--- src/rtl/mux_scan_pkg.sv ---
// Shared types and constants for the 4:1 mux scan sampler.
package mux_scan_pkg;

    localparam int unsigned NUM_CH = 4;
    localparam int unsigned SEL_W  = 2;

    typedef enum logic {
        IDLE   = 1'b0,
        SETTLE = 1'b1
    } state_t;

    typedef logic [SEL_W-1:0]  sel_t;
    typedef logic [NUM_CH-1:0] frame_t;

endpackage

--- src/rtl/scan_settle_timer.sv ---
// Loadable settle down-counter; tick is registered and always equals (cnt == 0).
module scan_settle_timer #(
    parameter int unsigned CNT_W = 4
) (
    input  logic             clk,
    input  logic             rst,
    input  logic             clr,
    input  logic             load,
    input  logic [CNT_W-1:0] load_val,
    output logic             tick
);

    logic [CNT_W-1:0] cnt;

    // tick is computed from the value cnt takes at this edge, so it stays in step with cnt
    always_ff @(posedge clk) begin
        if (rst || clr) begin
            cnt  <= '0;
            tick <= 1'b1;
        end else if (load) begin
            cnt  <= load_val;
            tick <= (load_val == '0);
        end else if (cnt != '0) begin
            cnt  <= cnt - CNT_W'(1);
            tick <= (cnt == CNT_W'(1));
        end
    end

endmodule

--- src/rtl/mux_scan_sampler.sv ---
// Round-robin scanner for a 4:1 mux: drives selects, samples y after a settle
// delay, and hands completed 4-bit frames to a consumer via valid/ready.
module mux_scan_sampler
    import mux_scan_pkg::*;
#(
    parameter int unsigned SETTLE_CYC = 2,
    parameter int unsigned CNT_W      = 4
) (
    input  logic       clk,
    input  logic       rst,
    input  logic       en,
    input  logic       y_in,
    output logic       s1,
    output logic       s0,
    output logic [3:0] frame_data,
    output logic       frame_valid,
    input  logic       frame_ready,
    output logic       overrun,
    output logic       busy
);

    localparam logic [CNT_W-1:0] RELOAD   = CNT_W'(SETTLE_CYC - 1);
    localparam sel_t             LAST_SEL = SEL_W'(NUM_CH - 1);

    state_t state;
    sel_t   sel;
    frame_t shadow;
    logic   tick;

    logic   timer_load_c;
    logic   timer_clr_c;
    logic   frame_done_c;
    logic   commit_ok_c;
    frame_t commit_word_c;

    // Timer restarts on scan start and on every sample; leaving SETTLE parks it at zero.
    always_comb begin
        timer_load_c  = 1'b0;
        timer_clr_c   = 1'b0;
        frame_done_c  = 1'b0;
        commit_ok_c   = !frame_valid || frame_ready;
        commit_word_c = {y_in, shadow[NUM_CH-2:0]};
        case (state)
            IDLE: begin
                timer_load_c = en;
            end
            SETTLE: begin
                frame_done_c = tick && (sel == LAST_SEL);
                timer_clr_c  = !en;
                timer_load_c = en && tick;
            end
            default: begin
                timer_clr_c = 1'b1;
            end
        endcase
    end

    scan_settle_timer #(
        .CNT_W (CNT_W)
    ) u_timer (
        .clk      (clk),
        .rst      (rst),
        .clr      (timer_clr_c),
        .load     (timer_load_c),
        .load_val (RELOAD),
        .tick     (tick)
    );

    always_ff @(posedge clk) begin
        if (rst) begin
            state       <= IDLE;
            sel         <= '0;
            shadow      <= '0;
            frame_data  <= '0;
            frame_valid <= 1'b0;
            overrun     <= 1'b0;
            busy        <= 1'b0;
        end else begin
            overrun <= 1'b0;
            if (frame_valid && frame_ready) begin
                frame_valid <= 1'b0;
            end
            // A commit on the accept edge wins over the clear above.
            if (frame_done_c) begin
                if (commit_ok_c) begin
                    frame_data  <= commit_word_c;
                    frame_valid <= 1'b1;
                end else begin
                    overrun <= 1'b1;
                end
            end
            case (state)
                IDLE: begin
                    if (en) begin
                        state <= SETTLE;
                        sel   <= '0;
                        busy  <= 1'b1;
                    end
                end
                SETTLE: begin
                    if (!en) begin
                        state  <= IDLE;
                        sel    <= '0;
                        shadow <= '0;
                        busy   <= 1'b0;
                    end else if (tick) begin
                        shadow[sel] <= y_in;
                        sel         <= sel + SEL_W'(1);
                    end
                end
                default: begin
                    state <= IDLE;
                    busy  <= 1'b0;
                end
            endcase
        end
    end

    assign {s1, s0} = sel;

endmodule

--- config.mk ---
export PLATFORM = sky130hd
export DESIGN_NAME = mux_scan_sampler
export DESIGN_NICKNAME = d
export VERILOG_FILES = /design/src/rtl/mux_scan_pkg.sv /design/src/rtl/scan_settle_timer.sv /design/src/rtl/mux_scan_sampler.sv
export SDC_FILE = /design/constraint.sdc
export NUM_CORES = 1
export LEC_CHECK = 0
export CAP_MARGIN = 30
export CORE_MARGIN = 4
export CORE_UTILIZATION = 45
export DETAILED_ROUTE_END_ITERATION = 8
export PLACE_DENSITY = 0.8
export SYNTH_ARGS = -nofsm -noshare
export SYNTH_HDL_FRONTEND = slang
export SYNTH_HIERARCHICAL = 1
export SYNTH_SLANG_ARGS = --single-unit
--- constraint.sdc ---
create_clock -name clk -period 1.3 [get_ports clk]
set_input_delay 0.325 -clock clk [delete_from_list [all_inputs] [get_ports clk]]
set_output_delay 0.325 -clock clk [all_outputs]
set_load 0.01 [all_outputs]
## Word-level counts from Yosys, hierarchy flattened

Index checks and enable logic that the tools add are counted.

- Register bits: 19
- Output and inout port bits: 9
- Word-level logic and storage cells: 62

- Add/subtract/negate cells: 2
- Magnitude comparators: 2
- Eq/ne operators: 6
- Multiplexer cells: 24
- Bitwise gates (word level): 2
- Reduce and logical (&&, ||, !) cells: 16

Operators by type and width:

| operator | number |
|---|---|
| 1-bit 2-to-1 mux | 14 |
| 4-bit 2-to-1 mux | 2 |
| 2-bit AND reduction | 4 |
| 2-bit 2-to-1 mux | 3 |
| 4-bit bitwise mux | 1 |
| 4-bit by 1-bit == test with 1-bit output, second input constant | 1 |
| 1-bit logical AND | 4 |
| 2-bit inequality test, second input constant | 2 |
| 1-bit one-hot mux with 2 select lines | 2 |
| 2-bit one-hot mux with 2 select lines | 1 |
| 4-bit nonzero test | 1 |
| 2-bit OR reduction | 2 |
| 4-bit by 1-bit subtractor with 4-bit output, second input constant | 1 |
| 2-bit by 3-bit < comparator with 1-bit output, second input constant | 1 |
| 3-bit by 2-bit inequality test with 1-bit output, second input constant | 1 |
| 2-bit by 1-bit adder with 2-bit output, second input constant | 1 |
| 1-bit demux with 2-bit select | 1 |
| 2-bit == test, second input constant | 1 |
| 2-bit by 1-bit >= comparator with 1-bit output, second input constant | 1 |
| 1-bit logical NOT | 2 |
| 1-bit logical OR | 2 |
| 2-bit by 1-bit inequality test with 1-bit output, second input constant | 1 |
| 1-bit NOT | 2 |
| 2-bit nonzero test | 1 |

## Depth between registers and ports, before layout

- Word-level depth: 7
- Mapped depth: 6
- Depth with buffers taken out: 5

## Hierarchy

The synthesis kept the hierarchy.

By module, submodules not included:

| module | instances | cells an instance | area each (um^2) | seq. area each (um^2) |
|---|---|---|---|---|
| mux_scan_sampler | 1 | 68 | 649.4 | 260.2 |
| scan_settle_timer | 1 | 37 | 330.3 | 100.1 |

## Worst setup path before layout

OpenSTA, ideal clock, no wires.

- Kind: flip-flop to flip-flop
- Start point: register state
- End point: register u_timer.tick
- Library setup time: 0.125 ns
- Data arrival time: 1.297 ns
- Required time: 1.175 ns
- Slack: -0.123 ns
- Stages on the path, launching flop included: 7
- Cells stage by stage: dfxtp_1 > buf_6 > a21oi_1 > buf_6 > or4b_4 > nor2_2 > o21ai_1

- Word-level cells in the longest chain between the ends: 3
- Elaborated cells between the ends (all ways): 6

RTL lines:

| what | RTL line | source |
|---|---|---|
| start: declaration | mux_scan_sampler.sv:25 | `state_t state;` |
| start signal: assignment | mux_scan_sampler.sv:71 | `state <= IDLE;` |
| start signal: assignment | mux_scan_sampler.sv:95 | `state <= SETTLE;` |
| start signal: assignment | mux_scan_sampler.sv:102 | `state <= IDLE;` |
| 1-bit NOT | mux_scan_sampler.sv:43 | `case (state)` |
| 1-bit one-hot mux with 2 select lines * | mux_scan_sampler.sv:43 |  |
| named net timer_load_c | mux_scan_sampler.sv:30 | `logic timer_load_c;` |
| 1-bit 2-to-1 mux / 2-bit nonzero test (equally long branches) | - |  |
| end signal: assignment | scan_settle_timer.sv:22 | `tick <= (load_val == '0);` |
| end signal: assignment | scan_settle_timer.sv:25 | `tick <= (cnt == CNT_W'(1));` |
| end: declaration | scan_settle_timer.sv:10 | `output logic tick` |

The timed path passes the listed nets; every way through them passes the cells marked *.
A chain may end at the register's enable or synchronous reset.

## Worst setup path in the final report

Ends and elaborated chain as after synthesis.

==> impl_metrics.csv <==
group,metric,value,unit
outcome,status,"finished with violations",
outcome,violations,"negative setup slack",
global_route,grt_pass1_wl,3.898,mm
clocking,numCtsBuffers,3,
routing,first_iter_violations,16,
setup_path,cp_slowest_cell,"or4b_4",
timing,drv_slew,0,
timing,hold_ws,476.1,ps
routing,viasPerCell,5.116,
setup_path,start_kind,"flip-flop",
setup_path,cp_top_family,"simple AND/OR/NAND/NOR gates",
floorplan,rows,16,
setup_path,crit_type,"reg2reg",
pwr,intPower,0.001028,W
floorplan,start_util,0.4845,
global_route,antenna_found_initial,0,
place,portBuffers,13,
routing,routed_wl,2.553,mm
floorplan,ios,14,
yosys,synth_common_cells,"dfxtp_1 (18), nand2b_1 (11), ha_1 (10)",
pwr,clkPwrFrac,0.238,
yosys,yosys_warnings,6,
setup_path,critPathMaxFanout,4,
pwr,peakVddDrop,0.6535,mV
timing,fin_crit_sh,1.062,
yosys,synth.avg_cell_area,9.330,µm²
clocking,htree_levels,1,
global_route,grt_start_max_net_pins,11,
pwr,cellPowerDensity,960.6,nW/µm²
routing,vias,926,
pwr,power_frac_seq,0.422,
yosys,synth_largest_area_cell,"dfxtp_1",
yosys,synth_top_area_share,0.3678,
pwr,switching_share,0.2969,
clocking,cts_root_buffer,"clkbuf_4",
yosys,ys_types,37,
place,dp_hpwl,1.688,mm
global_route,grt-ovfl-total,0,
floorplan,fp.dieH,54.66,µm
setup_path,cpPeakStageDelay,520,ps
global_route,grtUsageTotal,0.1833,
yosys,synth.most_common_cell,"dfxtp_1",
yosys,synth_area_leaders,"dfxtp_1 (37%), ha_1 (13%), nand2b_1 (7.0%)",
routing,dr.pass1.iters,4,
min_path,min_path_type,"reg2reg",
floorplan,coreArea,2022,µm²
finish,drive_gt1_frac,0.4156,
yosys,ys_ff_latch,18,
timing,worst_slack,-80.96,ps
setup_path,end_kind,"flip-flop",
routing,ant_nets,0,
timing,clock.fmax,724.1,MHz
global_route,first_global_vias,908,
floorplan,dieArea,2988,µm²
timing,min_period,1381,ps
flow_run,max-cap-violations,0,
clocking,cts_buffer_depth,2,
finish,utilization,0.7531,
yosys,seq_area_frac_synth,0.3678,
finish,final_nets,170,
pwr,switchingPower,0.0004343,W
yosys,synth_edf_count,0,
timing,fin_skew,2.276,ps
setup_path,arrival,1570,ps
clocking,insertion_delay,290,ps
timing,finalHoldViolations,0,
finish,nFillCells,136,
setup_path,required,1490,ps
place,gp_congestion,0.8134,
floorplan,die_w,54.66,µm
finish,syn2layout_area_growth,55.43,%
timing,finalSetupViolCount,6,
pwr,combinationalPowerShare,0.339,
routing,wl_per_cell,14.10,µm
setup_path,crit_chain,"buf_6 -> a21oi_4 -> or4b_4 -> nor2_2 -> o21ai_1",
yosys,synthArstFlopShare,0,
clocking,cts_hold_buf,0,
timing,rsz0062_at_grt,"true",
clocking,cts.sinks,18,
finish,n_antenna_cell,0,
setup_path,cp.buffers_inverters,1,
pwr,p_leak,0.6627,nW
yosys,synth_flop_cell,"dfxtp_1",
yosys,syn_inst,105,
yosys,synth_area,979.7,µm²
routing,remaining_drc_errors,0,
clocking,clk_pin_slew_worst_paths,100,ps
clocking,cts_tree,"done",
[repair_timing]
action | CTS | global route
pin swaps | 4 | 7
resized for setup | 34 | 11
endpoints found under the hold margin | 0 | 0
setup endpoints to repair | 20 | 11
buffers inserted | 2 | 4
[metal layers]
layer,GRT usage,part of all wire,up-vias
met1,0.1970,0.44,440
met2,0.3307,0.50,22
met5,0,0,-
met4,0.04564,0.019,0
met3,0.07084,0.040,6
li1,-,-,458
[path summary, 6_finish.rpt]
check	slack, ps	from	endpoint	cells past startpoint
max reg2reg	-80	state$_SDFF_PP0_	u_timer/tick$_SDFFE_PP1P_	5
min reg2reg	480	frame_data[2]$_SDFFE_PP0P_	frame_data[2]$_SDFFE_PP0P_	2
max	-80	state$_SDFF_PP0_	u_timer/tick$_SDFFE_PP1P_	5
min	480	frame_data[2]$_SDFFE_PP0P_	frame_data[2]$_SDFFE_PP0P_	2
[cells in the final DEF, fill, tap and decap left out, drive strengths merged]
cell type      instances
nor3b                  1
or3                    1
inv                    7
mux2i                  5
nor2                   5
or4                    1
dlygate4sd2            8
buf                   31
nand2                  2
a31oi                  3
a211oi                 4
clkbuf                 4
xor2                   1
o21ai                  3
ha                    10
conb                   7
or2b                   1
o41ai                  1
clkdlybuf4s50          3
clkdlybuf4s15          2
nor4                   1
nand2b                11
a21boi                 1
a21oi                  4
a21o                   1
nor2b                  3
nand3                  4
a2bb2oi                1
dfxtp                 18
xnor2                  1
or2                    1
o31a                   1
or4b                   2
nor3                   5
[stage by stage]
stage	TNS, ps	std cells	total power, W	instance area (µm²)	setup slack, ps
3_3_place_gp	-4780	171	0.001005	1323	-572.2
3_5_place_dp	-5670	171	0.001023	1323	-630.7
5_1_grt	-515.9	181	0.001544	1523	-111.3
2_1_floorplan	-369.0	110	0.0008529	1006	-87.73
4_1_cts	-140.8	177	0.001427	1446	-53.64
6_report	-289.9	181	0.001463	1523	-80.96
[sequential cells by signal, summed over array words and instances (netlist names)]
register / count
overrun: 1
u_timer/cnt: 4
sel: 2
frame_valid: 1
u_timer/tick: 1
frame_data: 4
shadow: 3
state: 1
busy: 1
[power groups by stage]
stage | Sequential [W] | Combinational (W) | Clock, W
after global routing | 0.000619 | 0.000543 | 0.000382
final | 0.000618 | 0.000496 | 0.000348
after floorplan | 0.000637 | 0.000216 | 0
after CTS | 0.000615 | 0.000460 | 0.000352
after global placement | 0.000622 | 0.000382 | 0
after detailed placement | 0.000624 | 0.000399 | 0
[layout make-up]
cell class	instances	area [µm²]	share of cell area
flip-flops and latches	18	369.1	0.2424
well taps	27	33.78	0.02219
inverters	7	26.28	0.01726
clock buffers	4	36.28	0.02383
multi-input cells	81	689.4	0.4528
repair buffers	44	367.9	0.2416
[cells by family after synthesis]
kind of cell / synth area share
AOI/OAI and AO/OA: 0.1290
xor gates and xnor gates: 0.01788
adders and majority gates: 0.1277
buffers and inverters: 0.06258
DFF: 0.3678
muxes: 0.05109
other: 0.007666
and+or+nand+nor: 0.2363
[worst reg2reg max path, cell delays in order (launching register included)]
cell and delay, ps:
dfxtp_4 400, buf_6 120, a21oi_4 60, or4b_4 520, nor2_2 100, o21ai_1 80
Note: power is estimated with default switching activity, not from simulation.
